**config.mk**
```make
export PLATFORM = sky130hd
export DESIGN_NAME = qed_replay_buffer
export DESIGN_NICKNAME = d
export VERILOG_FILES = /design/src/rtl/qed_replay_buffer.sv
export SDC_FILE = /design/constraint.sdc
export NUM_CORES = 1
export LEC_CHECK = 0
export BUFFER_PORTS_ARGS = -buffer_cell sky130_fd_sc_hd__clkbuf_2
export CAP_MARGIN = 20
export CORE_ASPECT_RATIO = 1.75
export CORE_MARGIN = 3
export CORE_UTILIZATION = 40
export CTS_CLUSTER_SIZE = 20
export DETAILED_ROUTE_END_ITERATION = 7
export RECOVER_POWER = 25
export SYNTH_ARGS = -nofsm -noshare
export SYNTH_HDL_FRONTEND = slang
export SYNTH_SLANG_ARGS = --single-unit
```
**constraint.sdc**
```tcl
create_clock -name clk -period 7.3 [get_ports clk]
set_input_delay 0.73 -clock clk [delete_from_list [all_inputs] [get_ports clk]]
set_output_delay 0.73 -clock clk [all_outputs]
set_load 0.005 [all_outputs]
```
**src/rtl/qed_replay_buffer.sv**
```systemverilog
// qed_replay_buffer: records constrained originals and replays them as remapped duplicates (optional QED_NOP_FILTER_EN skips NOP recording)
module qed_replay_buffer #(
    parameter int DEPTH = 16,
    parameter int PTR_W = 4
) (
    input  logic             clk,
    input  logic             rst_n,
    input  logic             ena,
    input  logic             exec_dup,
    input  logic [31:0]      ifu_qed_instruction,
    output logic [31:0]      qed_instruction,
    output logic             qed_vld_out,
    output logic             qed_ready,
    output logic [PTR_W:0]   num_orig,
    output logic [PTR_W:0]   num_dup
);
    localparam logic [31:0]  NOP  = 32'h0000_007F;
    localparam logic [PTR_W:0] FULL = (PTR_W+1)'(DEPTH);
    localparam logic [PTR_W:0] ONE  = (PTR_W+1)'(1);

    typedef enum logic [1:0] {ORIG, DUP, DONE} state_t;

    state_t           state, state_next;
    logic [31:0]      mem [DEPTH];
    logic [PTR_W-1:0] wr_ptr, rd_ptr;
    logic [PTR_W:0]   count;
    logic             do_dup, do_orig, record;
    logic [31:0]      head, dup_instr, out_next;

    // Duplicate transform of the FIFO head: bit 4 of each remapped register, bit 30 moves memory into the upper half
    always_comb begin
        head      = mem[rd_ptr];
        dup_instr = head;
        case (head[6:0])
            7'b0110011: dup_instr = head | 32'h0108_0800;
            7'b0010011: dup_instr = head | 32'h0008_0800;
            7'b0000011: dup_instr = head | 32'h4000_0800;
            7'b0100011: dup_instr = head | 32'h4100_0000;
            default:    dup_instr = head;
        endcase
    end

    // Phase decision, next state and next output word
    always_comb begin
        do_dup     = ena && (state == DUP ||
                     (state == ORIG && count != '0 && (exec_dup || count == FULL)));
        do_orig    = ena && state == ORIG && !do_dup;
`ifdef QED_NOP_FILTER_EN
        record     = do_orig && ifu_qed_instruction[6:0] != 7'h7F;
`else
        record     = do_orig;
`endif
        state_next = do_dup ? (count == ONE ? DONE : DUP) : state;
        out_next   = state == DONE ? NOP : do_dup ? dup_instr : ifu_qed_instruction;
    end

    // State, pointers, counters and registered outputs
    always_ff @(posedge clk or negedge rst_n) begin
        if (!rst_n) begin
            state           <= ORIG;
            wr_ptr          <= '0;
            rd_ptr          <= '0;
            count           <= '0;
            num_orig        <= '0;
            num_dup         <= '0;
            qed_instruction <= NOP;
            qed_vld_out     <= 1'b0;
            qed_ready       <= 1'b0;
        end else begin
            state       <= state_next;
            qed_ready   <= state == DONE && num_orig == num_dup;
            qed_vld_out <= do_dup || do_orig;
            if (ena)
                qed_instruction <= out_next;
            if (record) begin
                wr_ptr <= wr_ptr + 1'b1;
                count  <= count + 1'b1;
                if (num_orig != FULL)
                    num_orig <= num_orig + 1'b1;
            end else if (do_dup) begin
                rd_ptr <= rd_ptr + 1'b1;
                count  <= count - 1'b1;
                if (num_dup != FULL)
                    num_dup <= num_dup + 1'b1;
            end
        end
    end

    // Instruction storage, deliberately left unreset
    always_ff @(posedge clk) begin
        if (record)
            mem[wr_ptr] <= ifu_qed_instruction;
    end
endmodule

```
[Word-level counts from Yosys, hierarchy flattened]
Memories as Yosys holds them, arrays and structs flattened.
Cells that the tools add are included.
W data, S select, Z words.
Storage, ports and cells
  flip-flop bits (word level): 59
  RAM bits: 512
  output and inout bits: 44
  memories: 1
Memory list
  mem: depth 16, width 32, rd ports 1, clocked after Yosys merged registers in 0, wr ports 1, RTL line 24  | logic [31:0] mem [DEPTH];
Cells by class
  $add $sub $neg: 6
  eq/ne operators: 11
  mux-type cells: 8
  bitwise logic cells: 1
  reductions and logical operators: 16
Operators with widths (count)
  $pmux W31 S4: 1
  $mux W32: 2
  $add A5 B1 Y5 const B: 3
  $eq A7 B6 Y1 const B: 2
  $mux W5: 2
  $ne A5 B5 Y1 const B: 2
  $add A4 B1 Y4 const B: 2
  $eq A7 B2 Y1 const B: 1
  $eq A7 B5 Y1 const B: 1
  $logic_and A1 B1 Y1: 6
  $eq A5 B1 Y1 const B: 1
  $eq A5 B5 Y1: 1
  $eq A5 B5 Y1 const B: 1
  $reduce_bool A5 Y1: 1
  $sub A5 B1 Y5 const B: 1
  $reduce_and A2 Y1: 2
  $logic_or A1 B1 Y1: 3
  $reduce_and A3 Y1: 1
  $eq A2 B1 Y1 const B: 1
  $eq A2 B2 Y1 const B: 1
  $logic_not A2 Y1: 1
  $mux W1: 2
  $mux W2: 1
  $reduce_bool A2 Y1: 1
  2 further kinds: 2

[Logic depth before layout (Yosys ltp)]
Gate-level depths: netlist of run 1.
  depth after elaboration: 9
  gate-level depth with buffers: 9

[Worst setup path after synthesis of run 1]
OpenSTA, ideal clock, no wires.
  path kind: reg-to-reg
  from: register count[0]
  to: memory mem[2][0] (enable)
  library setup time: 0.501 ns
  arrival: 4.651 ns
  path slack: 2.148 ns
  cell stages (with the launch flop): 7
  path buffers: 0
  period minus slack after synthesis: 5.152 ns
  cells stage by stage: dfrtp_1 -> inv_1 -> ha_1 -> or3b_4 -> a211oi_4 -> nand2_1 -> nor4_1
Between the ends
  cells in the longest elaborated chain, start to end: 9
RTL lines
  from (decl): RTL line 26  | logic [PTR_W:0] count;
  from (signal assigned): RTL line 77  | count <= count + 1'b1;
  from (signal assigned): RTL line 82  | count <= count - 1'b1;
  $eq A5 B5 Y1 / $reduce_bool A5 Y1 (equally long branches): RTL line 46  | (state == ORIG && count != '0 && (exec_dup || count == FULL)));
  $logic_or A1 B1 Y1 / $logic_and A1 B1 Y1 (equally long branches): RTL line 46
  $logic_and A1 B1 Y1 (*): RTL line 46
  $logic_or A1 B1 Y1 (*): RTL line 45  | do_dup = ena && (state == DUP ||
  $logic_and A1 B1 Y1 (*): RTL line 45
  $logic_not A1 Y1 (*): RTL line 47  | do_orig = ena && state == ORIG && !do_dup;
  $logic_and A1 B1 Y1 (*): RTL line 47
  $mux W1 (*): RTL line 91  | if (record)
  $mux W1 (not written as such) (*): RTL line 92  | mem[wr_ptr] <= ifu_qed_instruction;
  to (decl): RTL line 24
Every way passes the cells marked *; elsewhere a longest branch is shown, timed or not.

[Final worst setup path of run 1]
  from: register count[0]
  to: memory mem[9][16] (enable)
Same word-level chain as after synthesis.

==> metrics.txt, run 1 <==
synthesized instance count=1,069; hold path depth=1; most common cell after layout, fill and taps aside=edfxtp_1; internal power=6330 µW; Max H-tree Level=2; core footprint=roughly 55,000 µm²; GP Congestion=0.752; Finish-stage setup viols=0; post-route cell area=25,200 µm²; critical-path cell list=inv_1 -> ha_1 -> or3b_4 -> a211oi_4 -> nand2_1 -> nor3b_1 -> and2_2; worst path required time=approximately 7500 ps; WP data arrival=4030 ps; cell row count=between 100 and 150; max cap viols=0; Antenna Nets Post-Route=0; die area=58,900 µm²; Post-synth EDFFs=512; syn avg cell area=20.9 µm²; Sw Share=0.288; # Post-CTS Setup Buffers=0; register area share after synthesis=0.754; setup skew after layout=10.8 ps; CP max stage delay=940 ps; P_sw=2560 µW; Area Growth Syn to Fin=12.9%; CTS max path bufs=3; Hold Path Class=reg -> reg; Die Wd=185 µm; FFs w/ async S/R, synth=0.103; Comb pwr share=0.246; cts hold-fix bufs=1; top cells by area, synth=edfxtp_1 69%, mux4_2 13%, dfrtp_1 5.8%; CTS resizes=0; Register Area=approximately 17,000 µm²; Hold Vio Cnt, Final=0; Synth Register Bits=approximately 570; final net count=roughly 1,200; number of DRC markers in iteration 0=670; CTS tree=built; Most used DFF post-synth=edfxtp_1; clock network power share=0.299; Detailed Routing Iterations Pass 1=4; clk_lat worst skew=570 ps; # fillers=4,635; largest net degree at the start of global routing=between 90 and 100; Slew Viols, Final=0; die height=~320 µm; DRC=0; Largest delay share family, worst path=simple AND/OR/NAND/NOR gates; Avg WL per Cell=about 25 µm; # port buffers=79; Yosys cell types=48; Critical Path Stages=7; min Tclk post-route=3850 ps; LEAKAGE=0.00815 µW; synth warn=0; CP Buf/Inv Count=1; peak supply drop=0.000200 V; gr usage total=0.166; CTS Root Cell=clkbuf_16; Reg2Reg Depth=7; total gr overflow=0; DR vias=10,600; slew of the pin with the lowest slew margin=1090 ps; area leader, netlist=edfxtp_1; Via density=~5.6; layout cells sized above 1=0.273; RSZ-0062 raised after global routing=false; WL final=48,300 µm; number of global-route vias before repair=11,600; relative slew slack=0.273; Pwr per Cell Area=approximately 350 nW/µm²; sequential power share=0.454; CTS Buf Count=49; Max FO, Critical Path=32; Clk pin slew, worst setup/hold paths=70 ps; status=completed; post-synth top area share=0.688; Slowest cell on crit path=and2_2; period utilisation layout=0.527; Ant. Diodes=0; commonest non-fill, non-tap cells in the layout=512 x edfxtp_1, 130 x mux4_2, 59 x clkbuf_2; Setup CP Type=reg -> reg; multi-input logic area=~5200 µm²; wire length of the first global-routing pass=73,000 µm; clock sink total=571; Worst Setup End Kind=flip-flop; initial antenna violation count=0; post-place instance area=23,600 µm²; DP HPWL=26,700 µm; setup tns final=0 ps; initial core utilization=0.404; Post-Syn Area=22,400 µm²; # IOs=80; syn_nets=roughly 1,100; fmax=260 MHz; Worst setup SP type=flip-flop
-- per-layer routing --
metal	GRT usage	vias up	wire, µm
met5	0	-	0
met4	0.0551	0	1300
met3	0.0252	77	2150
met2	0.304	261	26400
met1	0.199	5641	18400
li1	-	4615	-
-- layout make-up --
| type | instances | share of cell area |
|---|---|---|
| clock buffer | 62 | 0.0542 |
| tap | 696 | 0.0345 |
| timing repair buffer | 102 | 0.0236 |
| sequential | 571 | 0.669 |
| multi-input combinational | 423 | 0.206 |
| inverter | 14 | 0.00208 |
| clock inverter | 30 | 0.0113 |
-- stage by stage --
stage / hold slack, ps / instances / util / setup slack, ps / power [µW]
after floorplan: 434 / 1069 / - / 2150 / 5680
after global routing: 514 / 1898 / 0.456 / 3220 / 9330
final: 495 / 1898 / 0.456 / 3450 / 8890
after global placement: 478 / 1802 / 0.425 / 3360 / 6330
after detailed placement: 477 / 1803 / 0.426 / 3370 / 6370
after CTS: 497 / 1896 / 0.456 / 3390 / 9040
-- power groups by stage --
stage                     combinational [µW]  sequential (µW)  clock [µW]
after floorplan                         1770             3910           0
after global placement                  2220             4120           0
after detailed placement                2240             4120           0
after CTS                               2250             4050        2730
after global routing                    2390             4080        2860
final                                   2190             4040        2660
-- cells by family (layout without fill, tap and decap cells) --
logic type	count (synthesis)	in the layout	synth area share
and+or+nand+nor	110	110	0.0268
DFF	571	571	0.754
xor gates and xnor gates	24	24	0.00940
buffers and inverters	75	208	0.0174
muxes	159	159	0.144
AOI/OAI and AO/OA	117	117	0.0410
adders and majority gates	13	13	0.00728
-- final timing paths --
check                                endpoint  slack, ps     start
setup / recovery                   mem[9][16]       3450  count[0]
hold / removal                       state[1]        500  state[1]
setup reg to reg                   mem[9][16]       3450  count[0]
hold reg to reg                      state[1]        500  state[1]
max in group asynchronous           rd_ptr[0]       5200     rst_n
min in group asynchronous  qed_instruction[9]        730     rst_n
-- Yosys cell counts, types with 5 or more instances --
library cell    n
edfxtp_1      512
mux4_2        130
dfrtp_1        52
a211oi_1       42
mux2i_1        28
nor2b_1        28
nand2_1        25
clkbuf_1       24
a221o_1        21
buf_2          19
xnor2_1        17
nor2_1         16
o21ai_0        16
inv_1          14
ha_1           13
nand4_1        10
a22oi_1         8
a31oi_1         8
buf_6           8
dfstp_2         7
xor2_1          7
and2_1          6
buf_4           6
a22o_1          5
nor3_1          5
o21ai_1         5
-- sequential cells by signal (all words and copies together) (netlist names) --
signal	flops
wr_ptr	4
num_orig	5
qed_ready	1
state	2
num_dup	5
mem	512
qed_instruction	32
rd_ptr	4
count	5
qed_vld_out	1
(Power assumes the default switching activity.)
==> run 2: changes to the inputs <==
==> constraint.sdc (replaced) <==
create_clock -name clk -period 3.99 [get_ports clk]
set_input_delay 0.399 -clock clk [delete_from_list [all_inputs] [get_ports clk]]
set_output_delay 0.399 -clock clk [all_outputs]
set_load 0.005 [all_outputs]
==> metrics.txt, run 2 (synthesized netlist as in run 1, its figures left out) <==
Clk pin slew, worst setup/hold paths=70 ps; setup skew after layout=18.5 ps; internal power=around 12,000 µW; GR met1 Demand/Resource=0.222; Area Growth Syn to Fin=14.3%; number of global-route vias before repair=between 10,000 and 15,000; Slew Viols, Final=0; Worst setup SP type=flip-flop; DR vias=10,800; largest net degree at the start of global routing=60; wire length of the first global-routing pass=approximately 76,000 µm; # port buffers=79; hold slack=273 ps; die height=319 µm; Max FO, Critical Path=14; # IOs=80; Final Total Pwr=16,500 µW; sequential power share=0.448; Worst Setup End Kind=flip-flop; CTS resizes=0; Pwr per Cell Area=approximately 650 nW/µm²; final net count=1,232; M2 GR Usage=0.306; core footprint=about 55,000 µm²; Top reg by flops=mem; Non-Filler Instances=1,919; DP HPWL=30,100 µm; status=completed; CTS tree=built; gr usage total=0.173; Util after Layout=0.462; layout cells sized above 1=0.284; LEAKAGE=0.00828 µW; CTS Root Cell=clkbuf_16; worst path required time=4260 ps; P_sw=4810 µW; GP Congestion=0.733; Antenna Nets Post-Route=0; DRC=0; GR peak layer=met2; Via density=5.62; WL final=about 50,000 µm; CTS Buf Count=50; Finish-stage setup viols=0; clock sink total=571; cell row count=114; number of DRC markers in iteration 0=885; Hold Path Class=in -> reg; initial antenna violation count=0; peak supply drop=0.000328 V; clk_lat worst skew=slightly below 600 ps; clock network power share=0.299; multi-input logic area=between 5000 and 6000 µm²; total gr overflow=0; Register Area=16,900 µm²; Die Wd=185 µm; pre-CTS setup slack=403 ps; WP data arrival=3830 ps; Setup CP Type=reg -> reg; max cap viols=0; post-route setup slack=423 ps; placed insts=1,826; most common cell after layout, fill and taps aside=edfxtp_1; initial core utilization=0.404; # fillers=around 4,600; top flop regs=mem (512), qed_instruction (32); relative slew slack=0.349; CTS max path bufs=3; met3 GRT Util=0.0207; RSZ-0062 raised after global routing=false; Comb pwr share=0.253; commonest non-fill, non-tap cells in the layout=512 x edfxtp_1, 130 x mux4_2, 57 x clkbuf_2; die area=58,900 µm²; Ant. Diodes=0; min Tclk post-route=3570 ps; Detailed Routing Iterations Pass 1=4; max FFs per register=512; period utilisation layout=0.894; Sw Share=0.291; Avg WL per Cell=26.2 µm; Hold Vio Cnt, Final=0; fmax=280 MHz; slew of the pin with the lowest slew margin=976 ps; Max H-tree Level=2
run 2: cell count changes in the layout (fill, tap and decap cells not counted), sizes merged:
cell / delta
clkinv: -4
clkbuf: +1
buf: +22
clkinvlp: +1
bufinv: +1
run 2: layout make-up:
cell class,instances,area share
Clock buffer,64,0.0526
Clock inverter,28,0.0131
Inverter,14,0.00206
Multi-Input combinational cell,423,0.204
Sequential cell,571,0.661
Tap cell,696,0.0341
Timing Repair Buffer,123,0.0338
run 2: what timing repair did:
| item | in CTS | in global routing |
|---|---|---|
| hold endpoints to repair | 15 | 0 |
| buffers inserted | 0 | 0 |
| hold buffers | 1 | 0 |
run 2: final timing paths:
kind / from / to / slack [ps] / cells after the start
min: ena / qed_instruction[1] / 270 / 3
min reg2reg: state[1] / state[1] / 490 / 1
min in group asynchronous: rst_n / qed_instruction[8] / 520 / 2
max in group asynchronous: rst_n / rd_ptr[3] / 2740 / 2
max reg2reg: count[0] / mem[15][9] / 420 / 7
max: count[0] / mem[15][9] / 420 / 7
run 2: per-layer routing:
layer / vias to the layer above / part of all wire
met4: 0 / 0.027
met3: 66 / 0.034
met5: - / 0
met2: 224 / 0.53
met1: 5834 / 0.41
li1: 4658 / -
run 2: stage by stage:
stage | area (µm²) | setup TNS, ps
2_1_floorplan | 22400 | -182890
4_1_cts | 25600 | 0
3_3_place_gp | 23900 | 0
5_1_grt | 25500 | 0
3_5_place_dp | 23900 | 0
6_report | 25500 | 0
run 2: power by group through the flow:
stage               Combinational (µW)  Sequential (µW)  Clock (µW)
floorplan                         3240             7160           0
global placement                  4260             7530           0
detailed placement                4290             7530           0
CTS                               4300             7410        5060
global route                      4580             7460        5310
finish                            4190             7400        4940
run 2: critical path, stage by stage (launching register included):
cell and delay, ps:
dfrtp_1 420, inv_1 130, ha_1 170, or3b_4 410
a2111oi_4 770, nand3_1 480, nor2_4 550, buf_4 330
